--- config.mk ---
export PLATFORM = sky130hd
export DESIGN_NAME = sram_array_ctrl_flat
export DESIGN_NICKNAME = d
export VERILOG_FILES = /design/src/rtl/sram_array_ctrl_pkg.sv /design/src/rtl/sram_array_ctrl_if.sv /design/src/rtl/sram_array_ctrl_word.sv /design/src/rtl/sram_array_ctrl.sv /design/src/flat_wrapper.sv
export SDC_FILE = /design/constraint.sdc
export NUM_CORES = 1
export LEC_CHECK = 0
export ABC_AREA = 1
export BUFFER_PORTS_ARGS = -buffer_cell sky130_fd_sc_hd__buf_4
export CAP_MARGIN = 20
export CORE_UTILIZATION = 50
export CTS_BUF_LIST = sky130_fd_sc_hd__clkbuf_8 sky130_fd_sc_hd__clkbuf_16
export CTS_CLUSTER_SIZE = 10
export DETAILED_ROUTE_END_ITERATION = 10
export GPL_ROUTABILITY_DRIVEN = 0
export GPL_TIMING_DRIVEN = 0
export HOLD_SLACK_MARGIN = 0.08
export PLACE_DENSITY = 0.65
export SETUP_SLACK_MARGIN = 0.4
export SLEW_MARGIN = 20
export SYNTH_ARGS = -nofsm -noshare
export SYNTH_HDL_FRONTEND = slang
export SYNTH_HIERARCHICAL = 1
export SYNTH_SLANG_ARGS = --single-unit
export TNS_END_PERCENT = 50
--- constraint.sdc ---
create_clock -name clk -period 10.1 [get_ports clk]
set_clock_uncertainty 0.15 [all_clocks]
set_input_delay 1.01 -clock clk [delete_from_list [all_inputs] [get_ports clk]]
set_output_delay 1.01 -clock clk [all_outputs]
set_load 0.01 [all_outputs]
--- src/rtl/sram_array_ctrl_pkg.sv ---
// Shared types and helpers for the sram_array_ctrl slice (package sram_array_pkg).
// The parity helper exists only when SRAM_ARRAY_PARITY_EN is defined.
package sram_array_pkg;

    typedef enum logic [1:0] {
        IDLE  = 2'd0,
        PRECH = 2'd1,
        WL_ON = 2'd2,
        DONE  = 2'd3
    } state_t;

    localparam int PRECH_CYCLES = 1;

    // Widest word the parity helper folds; narrower words are zero-padded.
    localparam int MAX_WIDTH = 64;

    function automatic logic merge_bit(input logic old_b, input logic new_b, input logic mask_b);
        return mask_b ? new_b : old_b;
    endfunction

`ifdef SRAM_ARRAY_PARITY_EN
    function automatic logic even_parity(input logic [MAX_WIDTH-1:0] d);
        return ^d;
    endfunction
`endif

endpackage

--- src/rtl/sram_array_ctrl_if.sv ---
// Request/response and strobe bundle between the memory stage and sram_array_ctrl.
// SRAM_ARRAY_PARITY_EN adds err_inject and rsp_perr.
interface sram_array_ctrl_if #(
    parameter int WIDTH = 8,
    parameter int DEPTH = 16
);
    localparam int AW = $clog2(DEPTH);

    // Handshake: a request transfers on a rising edge where req_valid && req_ready;
    // req_ready is high only while idle, and rsp_valid is a one-cycle strobe with no backpressure.
    logic             req_valid;
    logic             req_ready;
    logic             req_we;
    logic [AW-1:0]    req_addr;
    logic [WIDTH-1:0] req_wdata;
    logic [WIDTH-1:0] req_wmask;
    logic             rsp_valid;
    logic [WIDTH-1:0] rsp_rdata;
    logic             rsp_err;
    logic [DEPTH-1:0] wl_o;
    logic             rd_pulse_o;
    logic             wr_pulse_o;
`ifdef SRAM_ARRAY_PARITY_EN
    logic             err_inject;
    logic             rsp_perr;

    modport master (
        output req_valid, req_we, req_addr, req_wdata, req_wmask, err_inject,
        input  req_ready, rsp_valid, rsp_rdata, rsp_err, rsp_perr,
        input  wl_o, rd_pulse_o, wr_pulse_o
    );
    modport slave (
        input  req_valid, req_we, req_addr, req_wdata, req_wmask, err_inject,
        output req_ready, rsp_valid, rsp_rdata, rsp_err, rsp_perr,
        output wl_o, rd_pulse_o, wr_pulse_o
    );
`else
    modport master (
        output req_valid, req_we, req_addr, req_wdata, req_wmask,
        input  req_ready, rsp_valid, rsp_rdata, rsp_err,
        input  wl_o, rd_pulse_o, wr_pulse_o
    );
    modport slave (
        input  req_valid, req_we, req_addr, req_wdata, req_wmask,
        output req_ready, rsp_valid, rsp_rdata, rsp_err,
        output wl_o, rd_pulse_o, wr_pulse_o
    );
`endif

endinterface

--- src/rtl/sram_array_ctrl_word.sv ---
// sram_word: one storage word of the array, masked update on wl && commit, async clear.
// With SRAM_ARRAY_PARITY_EN it also keeps an even-parity bit over the merged data.
module sram_word
    import sram_array_pkg::*;
#(
    parameter int WIDTH = 8
) (
    input  logic             clk,
    input  logic             rst,
    input  logic             wl,
    input  logic             commit,
    input  logic [WIDTH-1:0] wdata,
    input  logic [WIDTH-1:0] wmask,
`ifdef SRAM_ARRAY_PARITY_EN
    input  logic             inject,
    output logic             par,
`endif
    output logic [WIDTH-1:0] q
);
    logic [WIDTH-1:0] merged;

    always_comb begin
        merged = '0;
        for (int b = 0; b < WIDTH; b++) begin
            merged[b] = merge_bit(q[b], wdata[b], wmask[b]);
        end
    end

    always_ff @(posedge clk or posedge rst) begin
        if (rst) begin
            q <= '0;
        end else if (wl && commit) begin
            q <= merged;
        end
    end

`ifdef SRAM_ARRAY_PARITY_EN
    logic [MAX_WIDTH-1:0] merged_pad;

    always_comb begin
        merged_pad = '0;
        merged_pad[WIDTH-1:0] = merged;
    end

    // inject deliberately corrupts the stored bit so a later read can flag it.
    always_ff @(posedge clk or posedge rst) begin
        if (rst) begin
            par <= 1'b0;
        end else if (wl && commit) begin
            par <= even_parity(merged_pad) ^ inject;
        end
    end
`endif

endmodule

--- src/rtl/sram_array_ctrl.sv ---
// DEPTH x WIDTH behavioural SRAM plus its precharge / word-line / pulse sequencer.
// Optional parity storage and checking under SRAM_ARRAY_PARITY_EN.
module sram_array_ctrl
    import sram_array_pkg::*;
#(
    parameter int WIDTH        = 8,
    parameter int DEPTH        = 16,
    parameter int PULSE_CYCLES = 2
) (
    input  logic             clk,
    input  logic             rst,
    sram_array_ctrl_if.slave bus,
    output state_t           state_dbg
);
    localparam int AW      = $clog2(DEPTH);
    localparam int CNT_MAX = (PULSE_CYCLES > PRECH_CYCLES) ? PULSE_CYCLES : PRECH_CYCLES;
    localparam int CW      = $clog2(CNT_MAX + 1);

    state_t           state_q, state_d;
    logic [CW-1:0]    cnt_q, cnt_d;
    logic             we_q;
    logic [AW-1:0]    addr_q;
    logic [WIDTH-1:0] wdata_q, wmask_q;
    logic [WIDTH-1:0] rdata_q;
    logic             accept, commit, in_range;
    logic [DEPTH-1:0] wl;
    logic [WIDTH-1:0] word_q [DEPTH];
    logic [WIDTH-1:0] rd_word;

    assign accept   = bus.req_valid && (state_q == IDLE);
    assign commit   = (state_q == WL_ON) && (state_d == DONE);
    assign in_range = 32'(addr_q) < DEPTH;

    always_ff @(posedge clk or posedge rst) begin
        if (rst) begin
            state_q <= IDLE;
            cnt_q   <= '0;
        end else begin
            state_q <= state_d;
            cnt_q   <= cnt_d;
        end
    end

    // The phase counter restarts on every state change, so each phase counts from zero.
    always_comb begin
        state_d = state_q;
        unique case (state_q)
            IDLE:    if (bus.req_valid) state_d = PRECH;
            PRECH:   if (cnt_q == CW'(PRECH_CYCLES - 1)) state_d = WL_ON;
            WL_ON:   if (cnt_q == CW'(PULSE_CYCLES - 1)) state_d = DONE;
            DONE:    state_d = IDLE;
            default: state_d = IDLE;
        endcase
        cnt_d = ((state_d != state_q) || (state_q == IDLE)) ? '0 : cnt_q + CW'(1);
    end

    always_comb begin
        wl             = '0;
        bus.req_ready  = (state_q == IDLE);
        bus.rsp_valid  = (state_q == DONE);
        bus.rsp_err    = (state_q == DONE) && !in_range;
        bus.rd_pulse_o = (state_q == WL_ON) && !we_q;
        bus.wr_pulse_o = (state_q == WL_ON) && we_q;
        for (int i = 0; i < DEPTH; i++) begin
            wl[i] = (state_q == WL_ON) && (addr_q == AW'(i));
        end
    end

    assign bus.wl_o      = wl;
    assign bus.rsp_rdata = rdata_q;
    assign state_dbg     = state_q;

    // Request fields are captured at accept; the requester may change them afterwards.
    always_ff @(posedge clk or posedge rst) begin
        if (rst) begin
            we_q    <= 1'b0;
            addr_q  <= '0;
            wdata_q <= '0;
            wmask_q <= '0;
            rdata_q <= '0;
        end else begin
            if (accept) begin
                we_q    <= bus.req_we;
                addr_q  <= bus.req_addr;
                wdata_q <= bus.req_wdata;
                wmask_q <= bus.req_wmask;
            end
            if (commit && !we_q) begin
                rdata_q <= in_range ? rd_word : '0;
            end
        end
    end

`ifdef SRAM_ARRAY_PARITY_EN
    logic                 inject_q, perr_q, rd_par;
    logic [DEPTH-1:0]     par_q;
    logic [MAX_WIDTH-1:0] rd_pad;

    always_comb begin
        rd_word = '0;
        rd_par  = 1'b0;
        for (int i = 0; i < DEPTH; i++) begin
            if (addr_q == AW'(i)) begin
                rd_word = word_q[i];
                rd_par  = par_q[i];
            end
        end
        rd_pad = '0;
        rd_pad[WIDTH-1:0] = rd_word;
    end

    always_ff @(posedge clk or posedge rst) begin
        if (rst) begin
            inject_q <= 1'b0;
            perr_q   <= 1'b0;
        end else begin
            if (accept) inject_q <= bus.err_inject;
            if (commit) perr_q <= !we_q && in_range && (even_parity(rd_pad) != rd_par);
        end
    end

    assign bus.rsp_perr = (state_q == DONE) && perr_q;
`else
    always_comb begin
        rd_word = '0;
        for (int i = 0; i < DEPTH; i++) begin
            if (addr_q == AW'(i)) rd_word = word_q[i];
        end
    end
`endif

    for (genvar i = 0; i < DEPTH; i++) begin : g_word
        sram_word #(.WIDTH(WIDTH)) u_word (
            .clk    (clk),
            .rst    (rst),
            .wl     (wl[i]),
            .commit (commit && we_q),
            .wdata  (wdata_q),
            .wmask  (wmask_q),
`ifdef SRAM_ARRAY_PARITY_EN
            .inject (inject_q),
            .par    (par_q[i]),
`endif
            .q      (word_q[i])
        );
    end

endmodule

--- src/flat_wrapper.sv ---
// flat-port wrapper written by rule: the top's interface ports become plain ports
module sram_array_ctrl_flat import sram_array_pkg::*;
#(
    parameter int WIDTH        = 8,
    parameter int DEPTH        = 16,
    parameter int PULSE_CYCLES = 2
)
  (clk, rst, state_dbg, bus_req_valid, bus_req_we, bus_req_addr, bus_req_wdata, bus_req_wmask, bus_req_ready, bus_rsp_valid, bus_rsp_rdata, bus_rsp_err, bus_wl_o, bus_rd_pulse_o, bus_wr_pulse_o);
  sram_array_ctrl_if #(.WIDTH(WIDTH), .DEPTH(DEPTH)) bus_i ();
  input  logic clk;
  input  logic rst;
  output state_t state_dbg;
  input wire logic [$bits(bus_i.req_valid)-1:0] bus_req_valid;
  input wire logic [$bits(bus_i.req_we)-1:0] bus_req_we;
  input wire logic [$bits(bus_i.req_addr)-1:0] bus_req_addr;
  input wire logic [$bits(bus_i.req_wdata)-1:0] bus_req_wdata;
  input wire logic [$bits(bus_i.req_wmask)-1:0] bus_req_wmask;
  output wire logic [$bits(bus_i.req_ready)-1:0] bus_req_ready;
  output wire logic [$bits(bus_i.rsp_valid)-1:0] bus_rsp_valid;
  output wire logic [$bits(bus_i.rsp_rdata)-1:0] bus_rsp_rdata;
  output wire logic [$bits(bus_i.rsp_err)-1:0] bus_rsp_err;
  output wire logic [$bits(bus_i.wl_o)-1:0] bus_wl_o;
  output wire logic [$bits(bus_i.rd_pulse_o)-1:0] bus_rd_pulse_o;
  output wire logic [$bits(bus_i.wr_pulse_o)-1:0] bus_wr_pulse_o;
  assign bus_i.req_valid = bus_req_valid;
  assign bus_i.req_we = bus_req_we;
  assign bus_i.req_addr = bus_req_addr;
  assign bus_i.req_wdata = bus_req_wdata;
  assign bus_i.req_wmask = bus_req_wmask;
  assign bus_req_ready = bus_i.req_ready;
  assign bus_rsp_valid = bus_i.rsp_valid;
  assign bus_rsp_rdata = bus_i.rsp_rdata;
  assign bus_rsp_err = bus_i.rsp_err;
  assign bus_wl_o = bus_i.wl_o;
  assign bus_rd_pulse_o = bus_i.rd_pulse_o;
  assign bus_wr_pulse_o = bus_i.wr_pulse_o;
  sram_array_ctrl #(.WIDTH(WIDTH), .DEPTH(DEPTH), .PULSE_CYCLES(PULSE_CYCLES)) u_core (.clk(clk), .rst(rst), .bus(bus_i), .state_dbg(state_dbg));
endmodule
==> results.md, run 1 <==
- Number of port buffers: between 50 and 60
- Placement row count: 47
- Layout filler cell count: around 1600
- RSZ-0062 raised after global routing: false
- Vias in the first global route: approximately 8000
- Max Root-Sink Buffers: 2
- Initial antenna violation count: 0
- Data arrival time at the worst-slack endpoint: 2470 ps
- Cells resized by post-CTS repair: 0
- Register share of total power: 47.0%
- Crit path max fanout: 10
- CP peak stage delay: between 700 and 800 ps
- Final routed wirelength across all metal layers: around 28000 um
- Number of clock sinks: approximately 160
- Number of H-tree branching levels: 4
- Distinct cell type count after synthesis: 26
- Switching share of total power: approximately 46%
- Total area of multi-input combinational cells: between 3000 and 4000 um2
- Wire length of the first global-routing pass: roughly 45000 um
- Worst Setup Start Kind: register
- Crit path cell chain: inv_1, nand2_1, clkbuf_1, nor2_1, buf_4
- Area growth, synth to finish: 15.96%
- Worst hold-check path type: reg -> reg
- Worst-path clk slew: about 70 ps
- Count of final setup violators: 0
- Peak Freq: roughly 0.28 GHz
- Number of hold-slack violations in the final timing report: 0
- Die area: roughly 18000 um2
- Part of the total power dissipated in the clock network: between 20% and 30%
- Required time reported for the critical path endpoint: just under 9000 ps
- Average vias per placed instance: roughly 5.9
- Worst Tran Pin Value: 1102 ps
- Leak: 4.905 nW
- Post-synthesis sequential area ratio: about 47%
- Number of nets in the synthesized netlist: 1116
- Power per Cell Area: ~250 nW/um2
- Crit path max-delay cell type: clkbuf_1
- Area share of the leading cell type in the synthesized netlist: between 40% and 50%
- Violation count after the first detailed-route iteration: approximately 960
- Initial Util: 51.65%
- Total of warnings raised by yosys: 6
- Number of synthesized register bits: 161
- Top-level I/O count: between 50 and 60
- CORE AREA: about 17000 um2
- Die width: 133.6 um
- Post-CTS repair timing setup buffer count: 0
- Kind of cell adding the most delay to the critical path: buffers and inverters
- Number of standard cells after synthesis: about 1100
- Cell at the root of the clock tree: clkbuf_16
- Maximum number of pins on one net before global-route repair: 34
- Overall routing resource usage: between 30% and 40%
- Setup TNS: 0 ps
- Smallest hold slack: 315.5 ps
- Leading area contributor after synthesis: dfrtp_1
- Residual antenna-violating net count after detailed routing: 0
- Cell area after technology mapping: between 8000 and 9000 um2
- Hold-fix buffer count after cts: 0
- Most frequent cells in the layout: nand2_1 (369), dfrtp_1 (153), nand3_1 (151), nand4_1 (150), nor2_1 (62)
- Vias after detailed routing: around 8300
- Max VDD drop: between 0.3 and 0.4 mV
- First-pass detailed-route iteration total: 5
- Remaining max-slew budget at the tightest pin: between 20% and 30%
- Aggregate global routing overflow: 0
- Number of remaining DRC errors: 0
- Most common library cell in the layout ignoring fill and taps: nand2_1
- Num CTS Buffers: 17
- Antenna diode count: 0
- Die Y-Extent: approximately 130 um
- Capturing element type of the critical path: primary output
- Share of final-layout standard cells stronger than drive strength 1: ~16%
- Detailed placer's ending HPWL: between 15000 and 20000 um
- Final layout net count: 1192
- Syn_area_per_cell: between 7 and 8 um2
- Number of max-capacitance violations reported: 0
- Kind of critical path: reg -> out
- Buffers & Inverters on Critical Path: 3
- Clock latency on the worst-skew pair: approximately 440 ps
- CTS tree: done
- Max Transition Viols Final: 0
- Final critical-path share of the clock period: 35.95%
- Internal power consumption: 1.367 mW
- Biggest area contributors in the synthesized netlist: dfrtp_1 (47%), nand2_1 (16%), nand4_1 (11%)
- Tmin final: roughly 3600 ps
- Relative contribution of combinational cells to total power: between 20 and 30%
- Drt wl/cell: roughly 20 um
- Switching power: 1.161 mW
- Area occupied by registers: a little over 4000 um2
- Result of the run: finished clean
==> cells by family after synthesis <==
logic type	Yosys count	share of synthesized area, %
other	1	0.04332
AOI/OAI and AO/OA	29	1.677
and+or+nand+nor	768	41.37
muxes	16	2.081
DFF	161	46.55
adders and majority gates	2	0.2891
buffers and inverters	113	7.994
==> synthesized netlist by cell type <==
master / count
a21oi_1: 21
buf_2: 1
buf_4: 1
buf_6: 32
clkbuf_1: 4
clkbuf_2: 16
conb_1: 1
dfrtp_1: 161
ha_1: 2
inv_1: 51
inv_2: 7
inv_4: 1
mux2_2: 16
nand2_1: 369
nand2_2: 1
nand2_4: 3
nand3_1: 151
nand4_1: 150
nor2_1: 63
nor2_2: 4
nor2_4: 6
nor2_8: 1
nor3_1: 10
o21ai_0: 8
or2_0: 7
or2_2: 3
==> final cells by class <==
cell class	instances	area share (%)
Clock buffer	17	4.238
Multi-Input combinational cell	816	39.28
Tap cell	220	2.742
Clock inverter	15	1.621
Timing Repair Buffer	57	4.986
Inverter	59	2.231
Buffer	54	4.662
Sequential cell	161	40.24
==> worst paths after layout <==
| kind | startpoint | end | slack, ps | cells past startpoint |
|---|---|---|---|---|
| min in group asynchronous | rst | u_core/g_word[8].u_word/q[7] | 530 | 2 |
| worst min register to register | u_core/cnt_q[0] | u_core/cnt_q[0] | 320 | 1 |
| max in group asynchronous | rst | u_core/wmask_q[0] | 8560 | 2 |
| worst max-delay path | u_core/state_dbg[0] | bus_wl_o[6] | 6470 | 5 |
| worst min-delay path | u_core/cnt_q[0] | u_core/cnt_q[0] | 320 | 1 |
| worst max register to register | u_core/state_dbg[0] | u_core/g_word[6].u_word/q[0] | 7450 | 8 |
==> state kept, by name, summed over array words and instances, names as in the netlist <==
register and flops:
u_core/addr_q 4, u_core/wdata_q 8, u_core/state_dbg 2, u_core/bus.rsp_rdata 8, u_core/wmask_q 8, u_core/cnt_q 2, u_core/g_word.u_word/q 128, u_core/we_q 1
==> metrics by stage <==
step	total power, mW	util [%]	area, um2	setup slack (ps)	cells
2_1_floorplan	1.419	-	8656	4889	1090
3_3_place_gp	1.827	55.66	9329	2432	1363
3_5_place_dp	1.853	56.38	9449	6955	1367
4_1_cts	2.505	59.89	10040	6488	1399
5_1_grt	2.626	59.89	10040	6384	1399
6_report	2.528	59.89	10040	6469	1399
==> layer usage <==
layer | vias to the layer above | part of all wire, % | global-route usage, %
met4 | 0 | 3.3 | 14.58
met5 | - | 0 | 0
li1 | 3879 | - | -
met1 | 3910 | 44 | 48.48
met3 | 66 | 9.0 | 6.469
met2 | 428 | 44 | 48.29
==> power by group through the flow <==
stage / clock network [mW] / logic, mW / registers, mW
after floorplan: 0 / 0.447 / 0.972
after global placement: 0 / 0.657 / 1.17
after detailed placement: 0 / 0.675 / 1.18
after global routing: 0.684 / 0.748 / 1.19
after CTS: 0.661 / 0.678 / 1.17
final: 0.653 / 0.686 / 1.19
Note: power is estimated with default switching activity, not from simulation.
==> inputs of run 2 (changes only) <==
--- a/config.mk
+++ b/config.mk
@@ -5,7 +5,7 @@
 export SDC_FILE = /design/constraint.sdc
 export NUM_CORES = 1
 export LEC_CHECK = 0
-export ABC_AREA = 1
+export ABC_AREA = 0
 export BUFFER_PORTS_ARGS = -buffer_cell sky130_fd_sc_hd__buf_4
 export CAP_MARGIN = 20
 export CORE_UTILIZATION = 50
==> constraint.sdc (replaced) <==
create_clock -name clk -period 3.6 [get_ports clk]
set_clock_uncertainty 0.15 [all_clocks]
set_input_delay 0.36 -clock clk [delete_from_list [all_inputs] [get_ports clk]]
set_output_delay 0.36 -clock clk [all_outputs]
set_load 0.01 [all_outputs]
==> run 2 against run 1 <==
  * Sequential power rose to 2.5 times the previous value
  * Via count decreased by 20%
  * Clock power rose to 3.0 times the previous value
  * Utilization rose by 0.72 points
  * Non-clock buffer count is 19 higher
  * Final cell count fell by 25%
  * Synthesized cell count shrank 34%
  * Power grew to 2.8 times the previous value
  * Register-to-register slack got worse by 6600 ps
  * Critical endpoint is now bus_wl_o[12]
  * Largest cell class is now multi-input gates
==> results.md, run 2 <==
- Result of the run: finished clean
- Cell area after technology mapping: between 9000 and 10000 um2
- Most common library cell in the layout ignoring fill and taps: dfrtp_1
- Antenna diode count: 0
- CP peak stage delay: roughly 430 ps
- Required time reported for the critical path endpoint: 3090 ps
- Wire length of the first global-routing pass: about 40000 um
- Smallest hold slack: approximately 170 ps
- Die area: between 15000 and 20000 um2
- Final total power: 7.097 mW
- Initial Util: between 50% and 60%
- Crit path max fanout: 10
- Number of synthesized register bits: approximately 160
- Power per Cell Area: approximately 670 nW/um2
- Final critical-path share of the clock period: 81.70%
- Number of H-tree branching levels: 4
- Number of max-capacitance violations reported: 0
- Final routed wirelength across all metal layers: between 20000 and 30000 um
- Num CTS Buffers: 17
- Maximum number of pins on one net before global-route repair: 34
- Utilization of the core after routing: roughly three fifths
- Tmin final: ~2900 ps
- Aggregate global routing overflow: 0
- Post-CTS repair timing setup buffer count: 0
- Leak: 5.078 nW
- Setup TNS: 0 ps
- Biggest area contributors in the synthesized netlist: dfrtp_1 (44%), mux2_4 (22%), nand3_1 (6.6%)
- Dominant synthesized flop cell: dfrtp_1
- Top-level I/O count: between 50 and 60
- Crit path max-delay cell type: nor3_1
- Buffers & Inverters on Critical Path: 4
- Register with the highest flop count: u_core/g_word.u_word/q
- Total of warnings raised by yosys: 6
- Final layout net count: approximately 840
- Number of remaining DRC errors: 0
- Die width: between 100 and 150 um
- Number of hold-slack violations in the final timing report: 0
- Area share of the leading cell type in the synthesized netlist: 44.45%
- Count of final setup violators: 0
- Initial antenna violation count: 0
- Syn_area_per_cell: roughly 13 um2
- Leading area contributor after synthesis: dfrtp_1
- Number of standard cells after synthesis: roughly 720
- Average vias per placed instance: around 6.3
- Clock latency on the worst-skew pair: 440 ps
- Number of port buffers: between 50 and 60
- Vias in the first global route: 6817
- Remaining max-slew budget at the tightest pin: 25.68%
- Share of final-layout standard cells stronger than drive strength 1: between 40% and 50%
- Kind of critical path: reg -> out
- Number of nets in the synthesized netlist: around 750
- Worst hold-check path type: in -> reg
- Flip-flop count of the largest register, all copies and words added: around 130
- Crit path cell chain: buf_2, buf_2, clkbuf_2, nand3_1, nor3_1, buf_4
- Vias after detailed routing: between 6000 and 7000
- Capturing element type of the critical path: primary output
- Placement row count: 48
- Area growth, synth to finish: 16.87%
- Max VDD drop: 0.5807 mV
- Peak Freq: between 0.3 and 0.4 GHz
- Data arrival time at the worst-slack endpoint: approximately 2400 ps
- Count leader, synth: dfrtp_1
- Worst Setup Start Kind: register
- Number of clock sinks: around 160
- Detailed placer's ending HPWL: 18120 um
- Commonest cells in the netlist: dfrtp_1 (161), mux2_4 (131), nand3_1 (119), buf_6 (37), nor2_1 (27)
- Die Y-Extent: between 100 and 150 um
- Overall routing resource usage: a little under a third
- Worst-path clk slew: about 70 ps
- Violation count after the first detailed-route iteration: 640
- Worst Tran Pin Value: between 1000 and 1500 ps
- Drt wl/cell: around 26 um
- CORE AREA: 17480 um2
- Distinct cell type count after synthesis: 57
- Cell at the root of the clock tree: clkbuf_16
- Asr flop ratio synth: 100.0%
- CTS tree: done
- Kind of cell adding the most delay to the critical path: buffers and inverters
- Most frequent cells in the layout: dfrtp_1 (160), mux2_4 (131), nand3_1 (119), buf_4 (57), buf_6 (37)
- First-pass detailed-route iteration total: 5
- Max Root-Sink Buffers: 2
- Crit path top cell by count: buf_2
- Layout filler cell count: about 1400
- Post-synthesis sequential area ratio: between 40% and 50%
- Residual antenna-violating net count after detailed routing: 0
- Max Transition Viols Final: 0
- Number of enable flip-flop cells after synthesis: 0
- RSZ-0062 raised after global routing: false
[run 2: cell types whose count changed after synthesis, moves of 16 or more]
cell	before	now
clkbuf_2	16	0
inv_1	51	20
mux2_4	0	131
mux2i_1	0	24
nand2_1	369	13
nand3_1	151	119
nand3_2	0	16
nand4_1	150	0
nor2_1	63	27
[run 2: kinds of logic (layout without fill, tap and decap cells)]
group | Yosys count | count (layout) | share of synthesized area, %
adders and majority gates | 2 | 2 | 0.2760
buffers and inverters | 75 | 182 | 6.654
AOI/OAI and AO/OA | 69 | 69 | 5.494
other | 1 | 1 | 0.04137
and+or+nand+nor | 226 | 226 | 13.76
DFF | 161 | 161 | 44.45
muxes | 188 | 188 | 29.32
[run 2: metrics by stage]
stage	cells	setup slack (ps)	area, um2
after floorplan	722	1244	9064
final	1054	658.7	10590
after global placement	1000	739.2	9743
after global routing	1054	577.1	10590
after detailed placement	1000	778.2	9746
after CTS	1054	523.9	10590
[run 2: worst paths after layout]
check / start / end / slack (ps) / depth (start not counted)
max reg2reg: u_core/addr_q[3] / u_core/g_word[12].u_word/q[4] / 890 / 8
max: u_core/addr_q[3] / bus_wl_o[12] / 660 / 6
min reg2reg: u_core/cnt_q[0] / u_core/cnt_q[0] / 310 / 1
min in group asynchronous: rst / u_core/g_word[3].u_word/q[2] / 420 / 3
max in group asynchronous: rst / u_core/wmask_q[5] / 2100 / 3
min: bus_req_valid / u_core/state_dbg[0] / 170 / 4
[run 2: per-layer routing]
metal / part of all wire (%) / track usage [%] / vias to the layer above
li1: - / - / 2818
met1: 43 / 41.24 / 3382
met2: 45 / 47.26 / 322
met3: 8.0 / 8.630 / 80
met4: 4.0 / 13.46 / 0
met5: 0 / 0 / -
[run 2: timing repair]
| action | in CTS | in global routing |
|---|---|---|
| resized for setup | 0 | 1 |
| hold endpoints to repair | 149 | 0 |
| hold buffers | 22 | 0 |
| endpoints found under the setup margin | 0 | 1 |
[run 2: tightest hold or removal path: stages]
cell and delay [ps]:
buf_4 80, nand2b_1 60, a21oi_1 130, a21o_1 90
[run 2: area by class of cell]
class,instances,area (um2),area share (%)
timing repair buffer,75,618.1,5.835
multi-input combinational,486,4433,41.85
buffer,55,529.3,4.996
tap,225,281.5,2.658
clock inverter,15,200.2,1.890
clock buffer,17,425.4,4.016
inverter,20,75.07,0.7087
sequential,161,4030,38.05
[run 2: where the power goes]
group	internal, mW	switching (mW)	leakage, nW	total (mW)
registers	2.04	0.946	2.19	2.98
logic	0.957	1.23	2.59	2.18
clock network	1.11	0.817	0.304	1.93
